$ cat config.mk
export PLATFORM = sky130hd
export DESIGN_NAME = mux8_rr_scheduler
export DESIGN_NICKNAME = d
export VERILOG_FILES = /design/src/rtl/mux8_sched_pkg.sv /design/src/rtl/mux8_sel_dp.sv /design/src/rtl/mux8_rr_scheduler.sv
export SDC_FILE = /design/constraint.sdc
export NUM_CORES = 1
export LEC_CHECK = 0
export CORE_MARGIN = 2
export CORE_UTILIZATION = 35
export CTS_CLUSTER_SIZE = 25
export DETAILED_ROUTE_END_ITERATION = 10
export PLACE_DENSITY = 0.61
export SLEW_MARGIN = 5
export SYNTH_ARGS = -nofsm -noshare
export SYNTH_HDL_FRONTEND = slang
export SYNTH_SLANG_ARGS = --single-unit
$ cat constraint.sdc
create_clock -name clk -period 5.5 [get_ports clk]
set_clock_uncertainty 0.2 [all_clocks]
set_input_delay 1.1 -clock clk [delete_from_list [all_inputs] [get_ports clk]]
set_output_delay 1.1 -clock clk [all_outputs]
set_load 0.1 [all_outputs]
$ cat src/rtl/mux8_sched_pkg.sv
// mux8_sched_pkg: shared definitions for the 8-requester round-robin mux scheduler.
//   sched_state_t : FSM state encoding (IDLE / XFER)
//   NUM_REQ, SEL_W: requester count and select width
//   rr_pick()     : round-robin search helper
package mux8_sched_pkg;

  localparam int NUM_REQ = 8;
  localparam int SEL_W   = 3;

  typedef enum logic {
    IDLE = 1'b0,
    XFER = 1'b1
  } sched_state_t;

  // Returns the first set bit of req searching upward from last+1, wrapping
  // modulo NUM_REQ. The 3-bit addition wraps on its own. Callers only use
  // the result when req is non-zero; with req == 0 it returns last.
  function automatic logic [SEL_W-1:0] rr_pick(input logic [NUM_REQ-1:0] req,
                                               input logic [SEL_W-1:0]   last);
    logic [SEL_W-1:0] idx;
    logic             found;
    rr_pick = last;
    found   = 1'b0;
    for (int i = 1; i <= NUM_REQ; i++) begin
      idx = last + SEL_W'(i);
      if (!found && req[idx]) begin
        rr_pick = idx;
        found   = 1'b1;
      end
    end
  endfunction

endpackage

$ cat src/rtl/mux8_sel_dp.sv
// mux8_sel_dp: combinational 8:1 single-bit data selector.
//   din  [7:0] : data inputs I0..I7
//   sel  [2:0] : select {S2,S1,S0}
//   dout       : din[sel]
module mux8_sel_dp
  import mux8_sched_pkg::*;
(
  input  logic [NUM_REQ-1:0] din,
  input  logic [SEL_W-1:0]   sel,
  output logic               dout
);

  assign dout = din[sel];

endmodule

$ cat src/rtl/mux8_rr_scheduler.sv
// mux8_rr_scheduler: round-robin scheduler sharing one 8:1 mux between eight
// requesters, delivering the registered mux sample over valid/ready with
// bounded bursts per grant.
//   clk, rst_n          : clock (rising edge), async active-low reset
//   req[7:0], din[7:0]  : request lines and data inputs
//   out_ready           : downstream accept
//   out_valid, out_data : registered beat
//   sel[2:0], gnt[7:0]  : current select and one-hot grant
//   ack[7:0]            : pulses on the granted bit when a beat is accepted
//   busy                : FSM not in IDLE
// Optional build macro: MUX8_SCHED_PRIO0_EN (requester 0 wins every
// arbitration and pre-empts bursts at the next accept).
//
// state | meaning
// IDLE  | no beat held; waiting for any req
// XFER  | out_valid high, beat from gnt held until accepted
module mux8_rr_scheduler
  import mux8_sched_pkg::*;
#(
  parameter int MAX_BURST = 4,
  parameter int CNT_W     = 4
) (
  input  logic               clk,
  input  logic               rst_n,
  input  logic [NUM_REQ-1:0] req,
  input  logic [NUM_REQ-1:0] din,
  input  logic               out_ready,
  output logic               out_valid,
  output logic               out_data,
  output logic [SEL_W-1:0]   sel,
  output logic [NUM_REQ-1:0] gnt,
  output logic [NUM_REQ-1:0] ack,
  output logic               busy
);

  localparam logic [CNT_W:0] LP_MAX_BURST = (CNT_W+1)'(MAX_BURST);

  sched_state_t       r_state;
  logic               r_out_valid;
  logic               r_out_data;
  logic [SEL_W-1:0]   r_sel;
  logic [NUM_REQ-1:0] r_gnt;
  logic [CNT_W-1:0]   r_burst_cnt;
  logic [SEL_W-1:0]   r_last_grant;

  logic               w_accept;
  logic               w_prio;
  logic               w_cont;
  logic               w_upd_last;
  logic [SEL_W-1:0]   w_rr;
  logic [SEL_W-1:0]   w_pick;
  logic [NUM_REQ-1:0] w_pick_onehot;
  logic [SEL_W-1:0]   w_mux_sel;
  logic               w_mux_out;
  logic [CNT_W:0]     w_cnt_inc;

`ifdef MUX8_SCHED_PRIO0_EN
  assign w_prio = req[0];
`else
  assign w_prio = 1'b0;
`endif

  assign w_accept      = r_out_valid & out_ready;
  assign w_cnt_inc     = {1'b0, r_burst_cnt} + 1'b1;
  assign w_rr          = rr_pick(req, r_last_grant);
  assign w_pick        = w_prio ? '0 : w_rr;
  // Priority grants leave last_grant alone so the 1..7 rotation survives them.
  assign w_upd_last    = ~w_prio;
  assign w_pick_onehot = NUM_REQ'(1) << w_pick;
  // Stay on the current owner only while it still requests, the burst has
  // room, and (with priority) requester 0 is not waiting to pre-empt.
  assign w_cont        = req[r_sel] && (w_cnt_inc < LP_MAX_BURST) &&
                         !(w_prio && (r_sel != '0));
  // The mux is steered by the next owner so out_data captures the right input
  // in the same edge that loads the new grant.
  assign w_mux_sel     = ((r_state == XFER) && w_cont) ? r_sel : w_pick;

  mux8_sel_dp u_sel_dp (
    .din  (din),
    .sel  (w_mux_sel),
    .dout (w_mux_out)
  );

  always_ff @(posedge clk or negedge rst_n) begin
    if (!rst_n) begin
      r_state      <= IDLE;
      r_out_valid  <= 1'b0;
      r_out_data   <= 1'b0;
      r_sel        <= '0;
      r_gnt        <= '0;
      r_burst_cnt  <= '0;
      r_last_grant <= SEL_W'(NUM_REQ-1);
    end else begin
      case (r_state)
        IDLE: begin
          if (|req) begin
            r_state     <= XFER;
            r_out_valid <= 1'b1;
            r_out_data  <= w_mux_out;
            r_sel       <= w_pick;
            r_gnt       <= w_pick_onehot;
            r_burst_cnt <= '0;
            if (w_upd_last) r_last_grant <= w_pick;
          end
        end
        XFER: begin
          if (w_accept) begin
            if (w_cont) begin
              r_out_data  <= w_mux_out;
              r_burst_cnt <= w_cnt_inc[CNT_W-1:0];
            end else if (|req) begin
              r_out_data  <= w_mux_out;
              r_sel       <= w_pick;
              r_gnt       <= w_pick_onehot;
              r_burst_cnt <= '0;
              if (w_upd_last) r_last_grant <= w_pick;
            end else begin
              r_state     <= IDLE;
              r_out_valid <= 1'b0;
              r_gnt       <= '0;
              r_burst_cnt <= '0;
            end
          end
        end
        default: r_state <= IDLE;
      endcase
    end
  end

  assign out_valid = r_out_valid;
  assign out_data  = r_out_data;
  assign sel       = r_sel;
  assign gnt       = r_gnt;
  // Combinational so it marks exactly the accepting edge and is always a
  // subset of the grant that owns the beat.
  assign ack       = w_accept ? r_gnt : '0;
  assign busy      = (r_state != IDLE);

endmodule

==> insert_results.sql <==
INSERT INTO impl_metrics (metric_group, metric, value, unit) VALUES
('yosys', 'post-synth-top-area-cell', 'dfrtp_1', ''),
('place', 'gpl.final_weighted_congestion', '0.864', ''),
('yosys', 'netlist_area', '2430', 'um^2'),
('detailed_routing', 'detailedRoute.firstPassIterationCount', '4', ''),
('finish', 'most-common-layout-cells', '40 x nand2_1, 32 x clkdlybuf4s50_1, 21 x mux2i_1', ''),
('sta', 'unrepaired_setup_endpoints_after_global_routing', 'false', ''),
('yosys', 'synth_ff_type', 'dfrtp_1', ''),
('place', 'port_buffers', '40', ''),
('yosys', 'synth_cells', '271', ''),
('detailed_routing', 'ant_nets', '0', ''),
('clock_tree', 'hold_buffers', '0', ''),
('finish', 'area_taken_by_multi_input_logic_gates', '1770', 'um^2'),
('detailed_routing', 'post-route-drc-count', '0', ''),
('die', 'fp.dieArea', '7610', 'um^2'),
('sta', 'period_share', '77.0', '%'),
('global_routing', 'globalRouteOverflowTotal', '0', ''),
('sta', 'timing.final.hold_violations', '0', ''),
('worst_hold_path', 'hp-start', 'r_burst_cnt[2]', ''),
('yosys', 'number_of_distinct_standard_cells_referenced_by_the_synthesized_netlist', '66', ''),
('clock_tree', 'htree_num_levels', '1', ''),
('yosys', 'synth_area_leaders', 'dfrtp_1 19%, mux4_2 9.3%, mux2i_1 8.7%', ''),
('worst_hold_path', 'holdPathEnd', 'r_burst_cnt[2]', ''),
('run', 'drv_cap', '0', ''),
('clock_tree', 'clk_pin_slew_worst_paths', '0.07', 'ns'),
('clock_tree', 'post-cts-setup-buffer-count', '0', ''),
('sta', 'worst_slew_pin_slew', '0.977', 'ns'),
('detailed_routing', 'avgViaCountPerCell', '5.77', ''),
('yosys', 'synth.avg_cell_area', '8.95', 'um^2'),
('detailed_routing', 'vias', '2200', ''),
('yosys', 'synth-seq-area-share', '21.8', '%'),
('worst_setup_path', 'timing.rr.start', 'r_last_grant[1]', ''),
('sta', 'setup-violations-final', '0', ''),
('detailed_routing', 'total_length_of_routed_wires', '6.21', 'mm'),
('global_routing', 'grt_util_all_layers', '17.2', '%'),
('finish', 'area_growth_syn_to_layout', '18.4', '%'),
('clock_tree', 'clock_path_buffers', '2', ''),
('die', 'ioPinCount', '41', ''),
('sta', 'slew-limit-headroom', '34.7', '%'),
('finish', 'fill_cells', '686', ''),
('sta', 'total_neg_setup_slack', '0', 'ns'),
('die', 'floorplan.initialDensity', '35.9', '%'),
('clock_tree', 'tritoncts', 'done', ''),
('finish', 'layout.area.seq', '529', 'um^2'),
('global_routing', 'pin_count_of_the_biggest_net_entering_global_routing', '29', ''),
('die', 'core_region_area', '6760', 'um^2'),
('global_routing', 'grt_first_pass_wirelength', '10.6', 'mm'),
('die', 'placement_rows', '30', ''),
('clock_tree', 'clock_latency', '0.26', 'ns'),
('finish', 'nets', '324', ''),
('worst_setup_path', 'timing.setup.critical_path_class', 'input pin to flop', ''),
('worst_hold_path', 'min-delay-path-class', 'flop to flop', ''),
('clock_tree', 'cts_root_buffer', 'clkbuf_8', ''),
('finish', 'diodes', '0', ''),
('yosys', 'synth_nets', '293', ''),
('detailed_routing', 'detail_route.iter0.violations', '127', ''),
('die', 'floorplan.die.height', '87.3', 'um'),
('worst_setup_path', 'timing.rr.end', 'out_data', ''),
('worst_setup_path', 'startpoint_type', 'input pin', ''),
('finish', 'mostFrequentLayoutCell', 'nand2_1', ''),
('sta', 'min_period', '4.24', 'ns'),
('worst_setup_path', 'worstPathMaxFanout', '11', ''),
('run_status', 'run_status', 'finished, final reports clean', ''),
('yosys', 'yosysWarningCount', '0', ''),
('worst_setup_path', 'reg2reg_path_depth', '12', ''),
('yosys', 'synth-seq-cells', '21', ''),
('place', 'place_hpwl', '4.54', 'mm'),
('global_routing', 'grt_antenna_before_repair', '0', ''),
('yosys', 'synth_edf_count', '0', ''),
('worst_setup_path', 'worst_ep_arrival_time', '4.18', 'ns'),
('global_routing', 'first_global_vias', '2068', ''),
('sta', 'slew_violations', '0', ''),
('die', 'die_width', '87.3', 'um'),
('worst_hold_path', 'hold_depth', '1', ''),
('clock_tree', 'ctsResizeCount', '0', ''),
('sta', 'clock.fmax', '0.236', 'GHz'),
('detailed_routing', 'wire_per_inst', '16.3', 'um'),
('clock_tree', 'cts.sinks', '21', ''),
('yosys', 'yosys.area.top_type_share', '18.6', '%'),
('finish', 'layout-drive-gt1-share', '17.9', '%'),
('yosys', 'ys_async_sr_fraction', '100', '%'),
('worst_setup_path', 'timing.critical_path.required', '5.44', 'ns'),
('worst_setup_path', 'r2r_setup_slack', '1.47', 'ns'),
('clock_tree', 'numCtsBuffers', '3', ''),
('worst_setup_path', 'worstSetupEndpointType', 'flop', '');
[sequential cells by signal (all words and copies together) (netlist names)]
name and cells:
out_data 1, r_last_grant 3, gnt 8, sel 3, r_burst_cnt 4, busy 1, out_valid 1
[Yosys cell counts (all sizes together), types with 2 or more instances]
| cell type | number |
|---|---|
| nand2 | 40 |
| mux2i | 22 |
| dfrtp | 18 |
| nor2 | 16 |
| a21oi | 13 |
| and3 | 11 |
| nand3 | 11 |
| mux2 | 10 |
| mux4 | 10 |
| clkbuf | 9 |
| a22o | 8 |
| buf | 8 |
| o21ai | 8 |
| nor2b | 7 |
| a31oi | 5 |
| inv | 5 |
| nor3 | 5 |
| a211oi | 3 |
| a21boi | 3 |
| and2 | 3 |
| dfstp | 3 |
| ha | 3 |
| nand2b | 3 |
| nand4 | 3 |
| o221ai | 3 |
| o22ai | 3 |
| o31ai | 3 |
| or2 | 3 |
| xnor2 | 3 |
| xor2 | 3 |
| a21o | 2 |
| nand4b | 2 |
| o2111ai | 2 |
| o21a | 2 |
| or4 | 2 |
[how the worst max path moves through the flow]
stage,start,end,slack [ns],depth (start not counted)
2_1_floorplan,r_last_grant[0],out_data,1.77,16
3_3_place_gp,req[4],out_data,1.0,10
3_5_place_dp,req[2],out_data,1.01,10
4_1_cts,req[2],out_data,1.28,10
5_1_grt,req[2],out_data,1.03,11
6_report,req[3],out_data,1.26,10
[per-stage QoR]
step	cells	cell area, um^2	hold slack [ns]	setup WS (ns)	utilization (%)
final	381	2870	0.317	1.26	42.5
after CTS	381	2870	0.326	1.28	42.5
after detailed placement	377	2830	0.306	1.01	41.9
after floorplan	271	2430	0.279	1.77	-
after global routing	381	2870	0.340	1.03	42.5
after global placement	377	2830	0.300	0.998	41.9
[per-layer routing]
| metal | wire (um) | vias to the layer above | share of wire (%) | track usage, % |
|---|---|---|---|---|
| li1 | - | 1085 | - | - |
| met2 | 3000 | 48 | 48 | 28.1 |
| met1 | 3000 | 1063 | 48 | 25.4 |
| met4 | 42 | 0 | 0.68 | 3.22 |
| met3 | 162 | 4 | 2.6 | 0.948 |
| met5 | 0 | - | 0 | 0 |
[worst max-delay path: stages]
cell,delay [ns]
clkdlybuf4s50_1,0.57
mux4_2,0.62
mux2i_2,0.29
nand4_2,0.22
o21ai_2,0.49
mux2i_1,0.27
o2111ai_1,0.13
a32o_1,0.28
mux2i_1,0.12
a21oi_1,0.08
[logic make-up after synthesis]
kind of cell / share of synthesized area [%]
multiplexers: 23.3
XOR/XNOR: 3.87
flip-flops: 21.8
adder cells (fa/ha/maj): 1.55
AO/OA/AOI/OAI: 21.3
AND/OR/NAND/NOR: 23.1
buffers and inverters: 5.11
[area by class of cell]
cell class,count,share of cell area [%]
clock buffers,4,1.57
inverters,6,0.784
multi-input cells,227,61.7
flip-flops and latches,21,18.4
well taps,80,3.48
repair buffers,43,14.0
Power is not shown: default switching activity piles up to over one toggle a cycle in this logic, so the estimate is an artifact.
